<file path="src/rtl/regfile_mp.sv">
// Multi-port integer register file with write-through bypass and a per-register
// busy scoreboard that decode uses to detect RAW hazards on in-flight producers.
module regfile_mp #(
  parameter int XLEN     = 32,
  parameter int NREG     = 32,
  parameter int NRD      = 2,
  parameter int NWR      = 1,
  parameter int ZERO_REG = 1,
  parameter int BYPASS   = 1,
  localparam int AW      = $clog2(NREG)
) (
  input  logic                i_clk,
  input  logic                i_rst_n,
  input  logic [NRD*AW-1:0]   i_rd_addr,
  output logic [NRD*XLEN-1:0] o_rd_data,
  output logic [NRD-1:0]      o_rd_busy,
  input  logic [NWR-1:0]      i_wr_en,
  input  logic [NWR*AW-1:0]   i_wr_addr,
  input  logic [NWR*XLEN-1:0] i_wr_data,
  input  logic                i_issue_en,
  input  logic [AW-1:0]       i_issue_rd,
  input  logic                i_flush,
  output logic [NREG-1:0]     o_busy_vec
);

  if (NWR < 1 || NWR > 4 || NRD < 1 || NREG < 2 || (NREG & (NREG - 1)) != 0) begin : g_param_err
    $error("regfile_mp: NWR must be 1..4, NRD >= 1, NREG a power of 2 >= 2");
  end

  logic [XLEN-1:0] r_regs [NREG];
  logic [NREG-1:0] r_busy;
  logic [NREG-1:0] w_busy_nxt;

  logic [AW-1:0]   w_rd_addr [NRD];
  logic [XLEN-1:0] w_rd_val  [NRD];
  logic [NRD-1:0]  w_rd_hit;
  logic [AW-1:0]   w_wr_addr [NWR];
  logic [XLEN-1:0] w_wr_data [NWR];
  logic [NWR-1:0]  w_wr_act;

  for (genvar g = 0; g < NWR; g++) begin : g_wr_unpack
    assign w_wr_addr[g] = i_wr_addr[g*AW +: AW];
    assign w_wr_data[g] = i_wr_data[g*XLEN +: XLEN];
  end

  // Bypass is gated by reset so a write presented during reset is invisible.
  assign w_wr_act = i_wr_en & {NWR{i_rst_n}};

  for (genvar g = 0; g < NRD; g++) begin : g_rd_port
    assign w_rd_addr[g]              = i_rd_addr[g*AW +: AW];
    assign o_rd_data[g*XLEN +: XLEN] = w_rd_val[g];
    assign o_rd_busy[g]              = i_rst_n & r_busy[w_rd_addr[g]] & ~w_rd_hit[g];
  end

  // Ascending port order lets the highest-index matching write win the forward.
  always_comb begin
    for (int k = 0; k < NRD; k++) begin
      w_rd_hit[k] = 1'b0;
      w_rd_val[k] = r_regs[w_rd_addr[k]];
      if (BYPASS != 0) begin
        for (int j = 0; j < NWR; j++) begin
          if (w_wr_act[j] && (w_wr_addr[j] == w_rd_addr[k])) begin
            w_rd_hit[k] = 1'b1;
            w_rd_val[k] = w_wr_data[j];
          end
        end
      end
      if (!i_rst_n || (ZERO_REG != 0 && w_rd_addr[k] == '0)) begin
        w_rd_val[k] = '0;
      end
    end
  end

  // Flush beats issue, issue beats write-completion, so a new producer keeps its bit.
  always_comb begin
    w_busy_nxt = r_busy;
    for (int j = 0; j < NWR; j++) begin
      if (i_wr_en[j]) begin
        w_busy_nxt[w_wr_addr[j]] = 1'b0;
      end
    end
    if (i_issue_en) begin
      w_busy_nxt[i_issue_rd] = 1'b1;
    end
    if (i_flush) begin
      w_busy_nxt = '0;
    end
    if (ZERO_REG != 0) begin
      w_busy_nxt[0] = 1'b0;
    end
  end

  always_ff @(posedge i_clk or negedge i_rst_n) begin
    if (!i_rst_n) begin
      for (int r = 0; r < NREG; r++) begin
        r_regs[r] <= '0;
      end
      r_busy <= '0;
    end else begin
      for (int j = 0; j < NWR; j++) begin
        if (i_wr_en[j] && !(ZERO_REG != 0 && w_wr_addr[j] == '0)) begin
          r_regs[w_wr_addr[j]] <= w_wr_data[j];
        end
      end
      r_busy <= w_busy_nxt;
    end
  end

  assign o_busy_vec = r_busy;

  always_ff @(posedge i_clk) begin
    if (i_rst_n) begin
      assert (!(i_issue_en && i_flush))
        else $warning("regfile_mp: issue and flush in the same cycle, issue discarded");
    end
  end

endmodule

</file>
<file path="config.mk">
export PLATFORM = sky130hd
export DESIGN_NAME = regfile_mp
export DESIGN_NICKNAME = d
export VERILOG_FILES = /design/src/rtl/regfile_mp.sv
export SDC_FILE = /design/constraint.sdc
export NUM_CORES = 2
export LEC_CHECK = 0
export CAP_MARGIN = 25
export CORE_MARGIN = 4
export CORE_UTILIZATION = 27
export CTS_CLUSTER_SIZE = 16
export DETAILED_ROUTE_END_ITERATION = 12
export SYNTH_ARGS = -nofsm -noshare
export SYNTH_HDL_FRONTEND = slang
export SYNTH_SLANG_ARGS = --single-unit
export TNS_END_PERCENT = 5
</file>
<file path="constraint.sdc">
create_clock -name i_clk -period 4.08 [get_ports i_clk]
set_input_delay 1.02 -clock i_clk [delete_from_list [all_inputs] [get_ports i_clk]]
set_output_delay 1.02 -clock i_clk [all_outputs]
set_load 0.02 [all_outputs]
</file>
==> run summary <==
Register area share after synthesis = 0.463
Routed Antenna Nets = 0
Synth Warn # = 0
Max H-tree Level = 3
Hold buffer count at cts = 0
Cell area after synthesis = 0.0570 mm2
Data arrival, critical path = 3.11 ns
Status = finished with violations
Cells after synthesis = 3714
Initial antenna violation count = 6
Clock transition at the registers of the reported paths = 0.06 ns
DP Area = 0.0642 mm2
Layout Skew = 0 ns
Worst EP required = 3.06 ns
Total Die Area = 0.219 mm2
CTS sink cnt = 1055
CP Class = primary input to output port
Relative slew slack = 0.351
Clock Tree Root = clkbuf_16
Unrepaired setup endpoints after global routing = yes
Die X = 467 um
Synth cell types = 52
CP max FO = 12
GRT overflow = 0
Max frequency = 242 MHz
Drt total wl = 193000 um
Worst path top cell family by delay = buffers and inverters
CP Cell Sequence = buf_16 > buf_16 > buf_4 > mux4_2 > mux2_2 > a211o_1 > a22o_1 > buf_12 > buf_4
Slowest stage delay, CP = 0.48 ns
Crit end category = output port
Fin cells = 6874
Final Hold Vio Count = 0
Routed WL per cell = 28.0 um
FF+latch count, synth = 1055
Worst vdd ir = 0.000396 V
Bufs and invs on worst path = 5
GRT Overall Usage = 0.174
Total CTS buffers = 115
Power Density = 460 mW/mm2
Row cnt = 168
Initial core utilization = 0.272
HP Class = primary input to asynchronous set/reset pin
First-pass GRT wire length = 281000 um
Largest net degree at the start of global routing = 176
Worst setup SP type = primary input
Ratio of cells with drive above 1 in the final layout = 0.590
Placed cell count = 6595
Synth Net Count = 3771
Top Ports = 155
GPL Wtd Cong = 0.811
Iter 0 DRT Violations = 3113
Vias per cell = 5.35
Core area = 0.210 mm2
Async SR Flop Fraction = 1.00
Setup violators final = 17
Setup_tns = -0.337 ns
Post-synth EDFFs = 0
Mapped Avg Cell Area = 15.3 um2
Max-slew violations = 0
Design Area, Final = 0.0702 mm2
DR vias = 36804
Post-synth top flop = dfrtp_1
Clock Tree Buf Depth = 3
Max Cap Violations = 0
Fillers = 20252
Commonest non-fill, non-tap cells in the layout = dfrtp_1, mux2_2, mux4_2, buf_4, buf_12
DRC viols = 0
Input/output buffers = 153
Worst-skew pair later-pin latency = 0.69 ns
Failing checks = setup timing
Min Hold Slack = 0.255 ns
Pleak = 29.9 nW
Final HPWL DP = 123000 um
CP max-delay cell = mux4_2
Die Ht = 467 um
Worst slew pin tran = 0.973 ns
First-pass DRT Iterations = 7
Post-route setup slack = -0.0544 ns
# nets final = 4024
Final worst path period need = 4.13 ns
Synthesis-to-finish area growth = 23.3%
Period utilisation layout = 1.01
Commonest non-fill, non-tap cell in the layout = dfrtp_1
CTS tree = done
Vias in the first global route = 38546
## report_power, final
part / internal, mW / switching (mW) / total [mW]
clock network: 6.94 / 4.62 / 11.6
logic: 4.25 / 2.69 / 6.94
registers: 12.4 / 1.38 / 13.8
total: 23.6 / 8.70 / 32.3
## registers in the layout, summed over array words and instances (netlist names)
name and cells:
r_regs 1024, o_busy_vec 31
## routing by layer
layer / share of wire / GRT usage / up-vias
met5: 0.000083 / 0 / -
met4: 0.040 / 0.0643 / 4
met3: 0.063 / 0.0344 / 351
met2: 0.47 / 0.277 / 1274
met1: 0.43 / 0.237 / 20265
li1: - / - / 14910
## cell usage after synthesis (all sizes together), types with 2 or more instances
cell,number,share of area
or3b,3,0.00046
nand3,33,0.0029
and3b,5,0.00077
buf,237,0.024
inv,3,0.00020
nor2,59,0.0039
and2,4,0.00044
dfrtp,1055,0.46
mux2,1053,0.21
xor2,9,0.0015
nand2,139,0.0092
o2bb2ai,2,0.00031
nand3b,5,0.00066
o211ai,38,0.0050
and3,5,0.00055
a211oi,32,0.0044
clkbuf,192,0.013
a21o,2,0.00026
a211o,25,0.0038
a22oi,17,0.0022
nor4,2,0.00033
o21ai,13,0.0011
a21oi,18,0.0016
a22o,30,0.0046
nor3,4,0.00035
o22ai,32,0.0035
nor3b,8,0.0011
mux2i,108,0.019
nand2b,4,0.00044
mux4,560,0.22
nor2b,4,0.00044
## worst reg2reg max path, delay by kind of cell (launching register included)
family	cells	cell delay [ns]
simple gates	2	0.22
flops	1	0.46
compound gates	1	0.15
## cells by family after synthesis
kind of cell | Yosys count | share of synthesized area
flip-flops | 1055 | 0.463
other | 1 | 0.0000658
multiplexers | 1721 | 0.448
buffers and inverters | 432 | 0.0366
AND/OR/NAND/NOR | 280 | 0.0222
AO/OA/AOI/OAI | 215 | 0.0279
XOR/XNOR | 10 | 0.00167
## per-stage QoR
step | power (mW) | util | setup slack [ns]
finish | 32.3 | 0.335 | -0.0544
global route | 33.6 | 0.335 | -0.0957
CTS | 32.4 | 0.332 | -0.0939
detailed placement | 20.6 | 0.306 | -0.964
global placement | 20.4 | 0.306 | -0.966
floorplan | 18.3 | - | 0.309
## timing repair
action	CTS	global route
resized for setup	149	68
cloned	9	2
pin swaps	23	22
buffers inserted	22	25
endpoints found under the setup margin	66	58
## final timing paths
path	startpoint	endpoint	slack, ns	cells past startpoint
max in group asynchronous	i_rst_n	r_regs[778]	1.53	5
worst min-delay path	i_rst_n	r_regs[535]	0.26	2
min in group i_clk	r_regs[1022]	r_regs[1022]	0.39	0
worst max-delay path	i_rd_addr[0]	o_rd_data[0]	-0.05	9
worst min register to register	r_regs[1022]	r_regs[1022]	0.39	0
worst max register to register	o_busy_vec[4]	o_busy_vec[4]	3.14	3
## final cells by class
class	instances	area, um2	share of cell area
sequential	1055	26400	0.376
clock buffer	161	3350	0.0477
clock inverter	56	861	0.0123
multi-input combinational	2227	29300	0.417
timing repair buffer	565	6830	0.0972
antenna	2	5.00	0.0000712
tap	2805	3510	0.0500
inverter	3	13.8	0.000196
(Power assumes the default switching activity.)
